`src/rtl/spi_rx_framer.sv`:
```
// -----------------------------------------------------------------------------
// spi_rx_framer
//   Assembles framed packets from a stream of 16-bit words delivered by an SPI
//   slave. A frame is: SYNC_WORD, length (1..MAX_LEN), payload words, and a
//   16-bit modulo-2^16 sum of the payload. A good frame is held in a one-frame
//   buffer until the consumer releases it. Bad length, bad checksum, an
//   inter-word timeout, or a new sync word arriving while a frame is held all
//   produce a one-cycle error pulse with a sticky reason code.
//
// Ports
//   clk          : clock, rising edge
//   rst_n        : asynchronous active-low reset
//   word_valid   : one-cycle strobe, word_in holds a new SPI word
//   word_in      : received SPI word
//   pkt_valid    : a checksum-good frame is held
//   pkt_len      : payload word count of the held frame
//   pkt_rd_en    : read the word at the read pointer and advance it
//   pkt_rd_data  : registered payload word, valid the cycle after pkt_rd_en
//   pkt_done     : consumer releases the held frame
//   busy         : inside a frame (LEN, PAYLOAD or CHECK)
//   err_pulse    : one-cycle error strobe
//   err_code     : reason of the last error (1 length, 2 checksum, 3 timeout/overrun)
// -----------------------------------------------------------------------------
module spi_rx_framer #(
   parameter logic [15:0] SYNC_WORD   = 16'h09BB,
   parameter int          MAX_LEN     = 32,
   parameter int          TIMEOUT_CYC = 4096
) (
   input  logic        clk,
   input  logic        rst_n,
   input  logic        word_valid,
   input  logic [15:0] word_in,
   output logic        pkt_valid,
   output logic [5:0]  pkt_len,
   input  logic        pkt_rd_en,
   output logic [15:0] pkt_rd_data,
   input  logic        pkt_done,
   output logic        busy,
   output logic        err_pulse,
   output logic [1:0]  err_code
);

   localparam int            AW        = (MAX_LEN > 1) ? $clog2(MAX_LEN) : 1;
   localparam int            TW        = $clog2(TIMEOUT_CYC + 1);
   localparam logic [TW-1:0] TMO_LAST  = TW'(TIMEOUT_CYC - 1);
   localparam logic [6:0]    MAX_LEN_W = 7'(MAX_LEN);

   localparam logic [1:0] ERR_LEN = 2'd1;
   localparam logic [1:0] ERR_SUM = 2'd2;
   localparam logic [1:0] ERR_TMO = 2'd3;

   typedef enum logic [2:0] {
      S_HUNT    = 3'd0,
      S_LEN     = 3'd1,
      S_PAYLOAD = 3'd2,
      S_CHECK   = 3'd3,
      S_HOLD    = 3'd4
   } state_t;

   state_t          r_state;
   state_t          w_state_nxt;

   logic [5:0]      r_len;
   logic [5:0]      r_wr_ptr;
   logic [5:0]      r_rd_ptr;
   logic [15:0]     r_sum;
   logic [TW-1:0]   r_tmo;
   logic [15:0]     r_rd_data;
   logic            r_err_pulse;
   logic [1:0]      r_err_code;
   logic [15:0]     r_buf [MAX_LEN];

   logic            w_len_ok;
   logic            w_tmo_hit;
   logic            w_active;
   logic [5:0]      w_wr_ptr_inc;
   logic            w_err;
   logic [1:0]      w_err_code;

   assign w_len_ok     = (word_in[15:6] == 10'd0) && (word_in[5:0] != 6'd0) &&
                         ({1'b0, word_in[5:0]} <= MAX_LEN_W);
   assign w_active     = (r_state == S_LEN) || (r_state == S_PAYLOAD) || (r_state == S_CHECK);
   // The counter reaches TIMEOUT_CYC on this edge only if no word arrives now.
   assign w_tmo_hit    = w_active && !word_valid && (r_tmo == TMO_LAST);
   assign w_wr_ptr_inc = r_wr_ptr + 6'd1;

   // ---------------------------------------------------------------- state reg
   always_ff @(posedge clk or negedge rst_n) begin
      if (!rst_n) r_state <= S_HUNT;
      else        r_state <= w_state_nxt;
   end

   // ---------------------------------------------------------------- next state
   always_comb begin
      w_state_nxt = r_state;
      w_err       = 1'b0;
      w_err_code  = 2'd0;
      case (r_state)
         S_HUNT: begin
            if (word_valid && (word_in == SYNC_WORD)) w_state_nxt = S_LEN;
         end
         S_LEN: begin
            if (word_valid) begin
               if (w_len_ok) begin
                  w_state_nxt = S_PAYLOAD;
               end else begin
                  w_state_nxt = S_HUNT;
                  w_err       = 1'b1;
                  w_err_code  = ERR_LEN;
               end
            end else if (w_tmo_hit) begin
               w_state_nxt = S_HUNT;
               w_err       = 1'b1;
               w_err_code  = ERR_TMO;
            end
         end
         S_PAYLOAD: begin
            if (word_valid) begin
               if (w_wr_ptr_inc == r_len) w_state_nxt = S_CHECK;
            end else if (w_tmo_hit) begin
               w_state_nxt = S_HUNT;
               w_err       = 1'b1;
               w_err_code  = ERR_TMO;
            end
         end
         S_CHECK: begin
            if (word_valid) begin
               if (word_in == r_sum) begin
                  w_state_nxt = S_HOLD;
               end else begin
                  w_state_nxt = S_HUNT;
                  w_err       = 1'b1;
                  w_err_code  = ERR_SUM;
               end
            end else if (w_tmo_hit) begin
               w_state_nxt = S_HUNT;
               w_err       = 1'b1;
               w_err_code  = ERR_TMO;
            end
         end
         S_HOLD: begin
            if (pkt_done) w_state_nxt = S_HUNT;
            // A new frame start while one is held cannot be accepted: overrun.
            if (word_valid && (word_in == SYNC_WORD)) begin
               w_err      = 1'b1;
               w_err_code = ERR_TMO;
            end
         end
         default: w_state_nxt = S_HUNT;
      endcase
   end

   // ---------------------------------------------------------------- outputs
   always_comb begin
      busy      = 1'b0;
      pkt_valid = 1'b0;
      case (r_state)
         S_LEN, S_PAYLOAD, S_CHECK: busy      = 1'b1;
         S_HOLD:                    pkt_valid = 1'b1;
         default: ;
      endcase
   end

   assign pkt_len     = r_len;
   assign pkt_rd_data = r_rd_data;
   assign err_pulse   = r_err_pulse;
   assign err_code    = r_err_code;

   // ---------------------------------------------------------------- datapath
   always_ff @(posedge clk or negedge rst_n) begin
      if (!rst_n) begin
         r_len       <= '0;
         r_wr_ptr    <= '0;
         r_rd_ptr    <= '0;
         r_sum       <= '0;
         r_tmo       <= '0;
         r_rd_data   <= '0;
         r_err_pulse <= 1'b0;
         r_err_code  <= '0;
      end else begin
         r_err_pulse <= w_err;
         if (w_err) r_err_code <= w_err_code;

         if ((r_state == S_LEN) && word_valid && w_len_ok) r_len <= word_in[5:0];

         // Every path back to HUNT (error, timeout, release) starts clean.
         if (w_state_nxt == S_HUNT) begin
            r_wr_ptr <= '0;
            r_rd_ptr <= '0;
            r_sum    <= '0;
            r_tmo    <= '0;
         end else begin
            if (w_active) r_tmo <= word_valid ? '0 : r_tmo + TW'(1);
            else          r_tmo <= '0;

            if ((r_state == S_PAYLOAD) && word_valid) begin
               r_wr_ptr <= w_wr_ptr_inc;
               r_sum    <= r_sum + word_in;
            end

            // Reaching here in HOLD implies pkt_done is low.
            if ((r_state == S_HOLD) && pkt_rd_en) begin
               r_rd_data <= r_buf[r_rd_ptr[AW-1:0]];
               if (r_rd_ptr != (r_len - 6'd1)) r_rd_ptr <= r_rd_ptr + 6'd1;
            end
         end
      end
   end

   // Payload storage, intentionally not reset.
   always_ff @(posedge clk) begin
      if ((r_state == S_PAYLOAD) && word_valid) r_buf[r_wr_ptr[AW-1:0]] <= word_in;
   end

endmodule

```
`config.mk`:
```
export PLATFORM = sky130hd
export DESIGN_NAME = spi_rx_framer
export DESIGN_NICKNAME = d
export VERILOG_FILES = /design/src/rtl/spi_rx_framer.sv
export SDC_FILE = /design/constraint.sdc
export NUM_CORES = 1
export LEC_CHECK = 0
export CAP_MARGIN = 10
export CORE_ASPECT_RATIO = 0.8
export CORE_UTILIZATION = 62
export CTS_BUF_LIST = sky130_fd_sc_hd__clkbuf_16
export DETAILED_ROUTE_END_ITERATION = 8
export GPL_TIMING_DRIVEN = 0
export PLACE_DENSITY = 0.78
export SYNTH_ARGS = -nofsm -noshare
export SYNTH_HDL_FRONTEND = slang
export SYNTH_SLANG_ARGS = --single-unit
export TNS_END_PERCENT = 20
```
`constraint.sdc`:
```
create_clock -name clk -period 3.8 [get_ports clk]
set_clock_uncertainty 0.05 [all_clocks]
set_input_delay 1.14 -clock clk [delete_from_list [all_inputs] [get_ports clk]]
set_output_delay 1.14 -clock clk [all_outputs]
set_load 0.005 [all_outputs]
```
==> results of run 1 <==
[per-layer routing]
metal	global-route usage [%]	routed length (microns)	part of all wire, %	vias to the layer above
li1	-	-	-	5157
met1	44.9	22200	38	6523
met2	46.4	26600	46	857
met3	9.77	7230	13	105
met4	8.82	1710	3.0	0
met5	0	0	0	-
[cell families after synthesis]
group	Yosys count
simple gates	205
compound gates	92
mux	183
flops	581
xor+xnor	47
buf+inv	72
fa+ha+maj	23
[timing repair]
action / in CTS / in global routing
buffers inserted: 0 / 0
endpoints found under the setup margin: 91 / 158
cloned: 0 / 0
gates resized for setup: 36 / 7
hold endpoints to repair: 0 / 0
[cell type report]
cell class / count / area, sq um
fill: 2154 / 10200
clock buffer: 54 / 1350
tap: 487 / 609
sequential: 581 / 17100
inverter: 16 / 60.1
timing repair buffer: 82 / 1020
multi-input combinational: 550 / 6220
buffer: 56 / 270
clock inverter: 45 / 332
[cell usage in the layout (no fill, tap or decap), drive strengths merged, types with 6 or more instances in the layout]
cell type,instances
edfxtp,512
mux4,160
nor2,87
clkbuf,80
buf,73
dfrtp,69
nand2,50
a21oi,31
clkdlybuf4s50,30
clkinv,28
inv,26
xnor2,24
xor2,23
ha,22
mux2i,19
o21ai,18
nand3,12
nor3,12
nor4,11
o22ai,11
clkdlybuf4s15,7
nand4,6
[registers in the layout (all words and copies together) (netlist names)]
name	flops
pkt_rd_data	16
pkt_len	6
err_pulse	1
err_code	2
r_state	3
r_sum	16
r_rd_ptr	6
r_buf	512
r_wr_ptr	6
r_tmo	13
[worst paths after layout]
kind / slack, ns / endpoint / cells after the start
max: -0.05 / r_buf[29][2] / 6
min: 0.40 / r_sum[2] / 1
max reg2reg: 0.09 / pkt_rd_data[13] / 7
min reg2reg: 0.44 / err_code[1] / 1
max in group asynchronous: 2.73 / pkt_rd_data[13] / 2
min in group clk: 0.44 / err_code[1] / 1
[report_power, final]
part	internal (mW)	switching, mW	total, mW
combinational	0.0639	0.164	0.228
sequential	6.95	0.00525	6.95
clock	2.86	2.36	5.22
==> impl_metrics.ini, run 1 <==
[die]
num_rows = 63
core-area_sq_um = 37200
start_util_pct = 63.3
die-area_sq_um = 38800
io_pins = 48
die_y_microns = 176
die_x_microns = 220

[power_and_ir_drop]
p_per_area_nw_per_um2 = 460
power.total_mw = 12.4
p_leak_nw = 8.77
vdd_drop_max_mv = 0.378

[placed_design]
post_dp_cell_area_sq_um = 25200
place.gp.congestion = 0.863
place_inst = 1772
dp_hpwl_microns = 36600
io_buffers = 47
dp_slack_ns = -1.53

[clock_tree]
cts-root-buf = clkbuf_16
h-tree-depth = 2
clk_latency_ns = 0.59
cts_hold_buf = 0
clock_sinks = 581
cts_tree = done
clk_pin_slew_ns = 0.06
clk_path_buf_depth = 3
cts_made_buffers = 53

[routing]
ant_nets = 0
routed_wl_microns = 57700
first_pass_iters = 7
wl_per_cell_microns = 30.9
vias = 12600
drc = 9
vias_per_cell = 6.76
dr.first_iter.drc_count = 1589

[grt]
grtUsageTotal_pct = 31.1
grt_pass1_wl_microns = 83700
overflow = 0
grt_pass1_vias = 12500
grt_start_max_net_pins = 53
antenna_found_initial = 1

[outcome]
status = finished with violations
violations = design-rule violations, negative setup slack

[setup_path]
path_cells = clkdlybuf4s50_1 > nand3b_1 > nor2_1 > clkbuf_1 > nand2_1 > nor2_2
cp_slowest_cell = nor2_2
critPathBufInv = 2
start_kind = input pin
criticalPathCategory = input pin to flip-flop
cp_slowest_stage_delay_ns = 0.84
critPathLaunch = word_valid
crit_required_ns = 3.94
crit_family = simple AND/OR/NAND/NOR gates
worst_ep_arrival_time_ns = 4.00
cp-end-kind = flip-flop
cp_max_fo = 16
r2r_start = r_rd_ptr[1]

[timing]
setup_slack_ns = -0.0544
hold_slack_ns = 0.399
slew_headroom_pct = 30.0
rsz0062_at_grt = yes
fmaxAchievable_ghz = 0.259
drv_slew = 0
finalCriticalPeriod_ns = 3.85
finalCritPeriodShare_pct = 101
fin_setup_tns_ns = -1.95
tightest_slew_ns = 1.05
finalHoldViolCount = 0
setup_viol_count_final = 51

[layout]
drive_above_1_share_pct = 26.3
design_area_sq_um = 27000
stdcell_count = 1871
fin_nets = 1384
areaGrowthSynthToFinish_pct = 14.5
fin_util_pct = 72.5
n_antenna_cell = 0

[logic_synthesis]
synthSimpleGateAreaFrac_pct = 4.14
ys_types = 61
ys_warn_count = 0
netlist.area_leader.share_pct = 65.3
synth_largest_area_cell = edfxtp_1
synthXorXnorAreaFrac_pct = 1.75
syn-num-nets = 1247
yosys.area_share.adder_pct = 1.25
ys_seq_elements = 581
netlist_instances = 1203
synthTopCellsByArea = edfxtp_1 (65%), mux4_2 (15%), dfrtp_1 (7.3%), nor2_1 (1.4%), ha_1 (1.2%)
yosys-top-cells-count = edfxtp_1 (512), mux4_2 (160), nor2_1 (86)
synth_edf_count = 512
syn_area_sq_um = 23600
synthMuxAreaShare_pct = 16.3
synth.most_common_cell = edfxtp_1
synth-compound-area-share_pct = 2.56
avgSynthCellArea_sq_um = 19.6
ys_seq_area_share_pct = 72.6
synth-main-ff-cell = edfxtp_1
async_flop_share_pct = 11.9
synth_top_family_by_area = multiplexers

[worst_hold_path]
hold_class = input pin to asynchronous set/reset pin

[job]
max-cap-violations = 0
No activity file was read; power rests on OpenSTA's default activity.
==> inputs of run 2 (changes only) <==
--- a/config.mk
+++ b/config.mk
@@ -7,11 +7,11 @@
 export LEC_CHECK = 0
 export CAP_MARGIN = 10
 export CORE_ASPECT_RATIO = 0.8
-export CORE_UTILIZATION = 62
+export CORE_UTILIZATION = 35
 export CTS_BUF_LIST = sky130_fd_sc_hd__clkbuf_16
 export DETAILED_ROUTE_END_ITERATION = 8
 export GPL_TIMING_DRIVEN = 0
-export PLACE_DENSITY = 0.78
+export PLACE_DENSITY = 0.49
 export SYNTH_ARGS = -nofsm -noshare
 export SYNTH_HDL_FRONTEND = slang
 export SYNTH_SLANG_ARGS = --single-unit
==> run 2 against run 1 <==
Against the previous run: the run now ends clean; worst setup slack gained 0.21 ns; sequential power is essentially flat; cell area grew 2.9%; power grew 5.6%; sequential share of layout area shrank 1.8 points; final cell count grew 21%; largest cell class unchanged; highest routed layer unchanged.
==> impl_metrics.ini, run 2 (synthesis results as in run 1) <==
[outcome]
status = completed

[power_and_ir_drop]
vdd_drop_max_mv = 0.324
swShare_pct = 20.5
p_per_area_nw_per_um2 = 472
p_clk_share_pct = 45.3
pwr-share-comb_pct = 1.6
pwr-share-seq_pct = 53.1
power.internal_mw = 10.4
p_switching_mw = 2.69
p_leak_nw = 8.93

[layout]
stdcell_count = 2262
drive_above_1_share_pct = 27.6
mostFrequentLayoutCells = edfxtp_1 (512), mux4_2 (160), dfrtp_1 (69)
fillers = 5804
fin_nets = 1393
areaGrowthSynthToFinish_pct = 17.8
largest_reg_flops = 512
final_common_cell = edfxtp_1

[grt]
grt_pass1_vias = 12100
grt_start_max_net_pins = 48
overflow = 0
grtUsageTotal_pct = 18.5
antenna_found_initial = 8
grt_pass1_wl_microns = 89300

[clock_tree]
clk_latency_ns = 0.62
h-tree-depth = 2
cts_tree = done
clock_sinks = 581
cts_made_buffers = 59
clk_path_buf_depth = 3
clk_pin_slew_ns = 0.06
cts-root-buf = clkbuf_16

[setup_path]
criticalPathCategory = flip-flop to flip-flop
worst-r2r-setup-slack_ns = 0.15
crit_required_ns = 4.25
cp_max_fo = 10
rr_endpoint = pkt_rd_data[13]
rr_worst_depth = 7
worst_ep_arrival_time_ns = 4.09
r2r_start = r_rd_ptr[1]
cp-end-kind = flip-flop
start_kind = flip-flop

[timing]
tightest_slew_ns = 1.02
finalCriticalPeriod_ns = 3.65
slew_headroom_pct = 32.0
setup_viol_count_final = 0
finalHoldViolCount = 0
fmaxAchievable_ghz = 0.274
finalCritPeriodShare_pct = 95.9
rsz0062_at_grt = no
fin_setup_tns_ns = 0
drv_slew = 0

[worst_hold_path]
hold_class = input pin to asynchronous set/reset pin

[die]
die-area_sq_um = 68300
core-area_sq_um = 66100
die_x_microns = 292
io_pins = 48
die_y_microns = 234
start_util_pct = 35.6
num_rows = 84

[job]
max-cap-violations = 0

[routing]
wl_per_cell_microns = 27.3
drc = 0
vias = 12100
vias_per_cell = 5.33
routed_wl_microns = 61800
ant_nets = 0
dr.first_iter.drc_count = 1282
first_pass_iters = 5

[placed_design]
place_inst = 2145
io_buffers = 47
place.gp.congestion = 0.811
dp_hpwl_microns = 40300
-- run 2: changes by cell type in the layout (fill, tap and decap cells not counted), moves of 4 or more --
| cell | delta |
|---|---|
| clkbuf_16 | +6 |
| bufinv_16 | +4 |
| buf_6 | -4 |
| buf_8 | +7 |
| clkinv_1 | -5 |
| buf_4 | +7 |
| inv_2 | +5 |
| clkdlybuf4s15_2 | -6 |
| clkinv_2 | -5 |
-- run 2: cell type report --
| cell class | count | area, sq um | share of cell area [%] |
|---|---|---|---|
| inverters | 16 | 60.1 | 0.216 |
| multi-input cells | 550 | 6240 | 22.5 |
| flip-flops and latches | 581 | 17100 | 61.6 |
| repair buffers | 85 | 1030 | 3.70 |
| plain buffers | 56 | 269 | 0.970 |
| clock buffers | 60 | 1500 | 5.41 |
| clock inverters | 52 | 465 | 1.68 |
| well taps | 860 | 1080 | 3.88 |
| diodes | 2 | 5.00 | 0.0180 |
-- run 2: through the flow --
stage / util (%) / worst slack [ns] / area [sq um] / total power, mW / hold WS (ns)
2_1_floorplan: - / 0.259 / 23600 / 7.12 / 0.420
3_3_place_gp: 38.0 / -1.90 / 25100 / 7.31 / 0.442
3_5_place_dp: 38.9 / -0.983 / 25700 / 7.31 / 0.441
4_1_cts: 41.9 / 0.0401 / 27700 / 13.2 / 0.347
5_1_grt: 42.0 / 0.0359 / 27700 / 13.5 / 0.364
6_report: 42.0 / 0.154 / 27700 / 13.1 / 0.367
-- run 2: critical path, stage by stage, from the launching register on --
cell and delay, ns:
dfrtp_1 0.35, clkbuf_1 0.42, buf_2 0.42, buf_1 0.75
mux4_2 0.45, mux4_2 0.55, mux2i_1 0.42, a21oi_1 0.12
-- run 2: layer usage --
layer  track usage [%]  share of wire [%]  vias to the layer above
li1                  -                  -                     5181
met3              3.80                6.9                       82
met1              28.5                 48                     6419
met2              26.6                 43                      375
met5                 0                  0                        -
met4              4.42                1.9                        0
-- run 2: power groups by stage --
stage / registers, mW / logic (mW) / clock network [mW]
after global routing: 6.95 / 0.236 / 6.31
after global placement: 7.10 / 0.210 / 0
after floorplan: 7.09 / 0.0333 / 0
after detailed placement: 7.09 / 0.217 / 0
final: 6.96 / 0.214 / 5.93
after CTS: 6.96 / 0.221 / 6.06
-- run 2: worst max-delay path by stage --
stage | slack (ns) | from | endpoint
after floorplan | 0.26 | word_valid | r_buf[13][0]
after global placement | -1.90 | word_in[2] | pkt_rd_data[8]
after detailed placement | -0.98 | word_in[11] | pkt_rd_data[9]
after CTS | 0.04 | word_valid | r_buf[1][10]
after global routing | 0.04 | r_rd_ptr[1] | pkt_rd_data[14]
final | 0.15 | r_rd_ptr[1] | pkt_rd_data[13]
-- run 2: what timing repair did --
action	CTS	global route
resized for setup	17	9
setup endpoints to repair	40	99
pin swaps	0	1
buffers inserted	0	3
hold buffers	0	0
gates cloned	0	0
==> inputs of run 3 (changes only) <==
--- a/config.mk
+++ b/config.mk
@@ -5,6 +5,7 @@
 export SDC_FILE = /design/constraint.sdc
 export NUM_CORES = 1
 export LEC_CHECK = 0
+export ABC_CLOCK_PERIOD_IN_PS = 3800
 export CAP_MARGIN = 10
 export CORE_ASPECT_RATIO = 0.8
 export CORE_UTILIZATION = 35
==> results of run 3 <==
The final DEF is identical to that of run 2; final timing and power are the same.
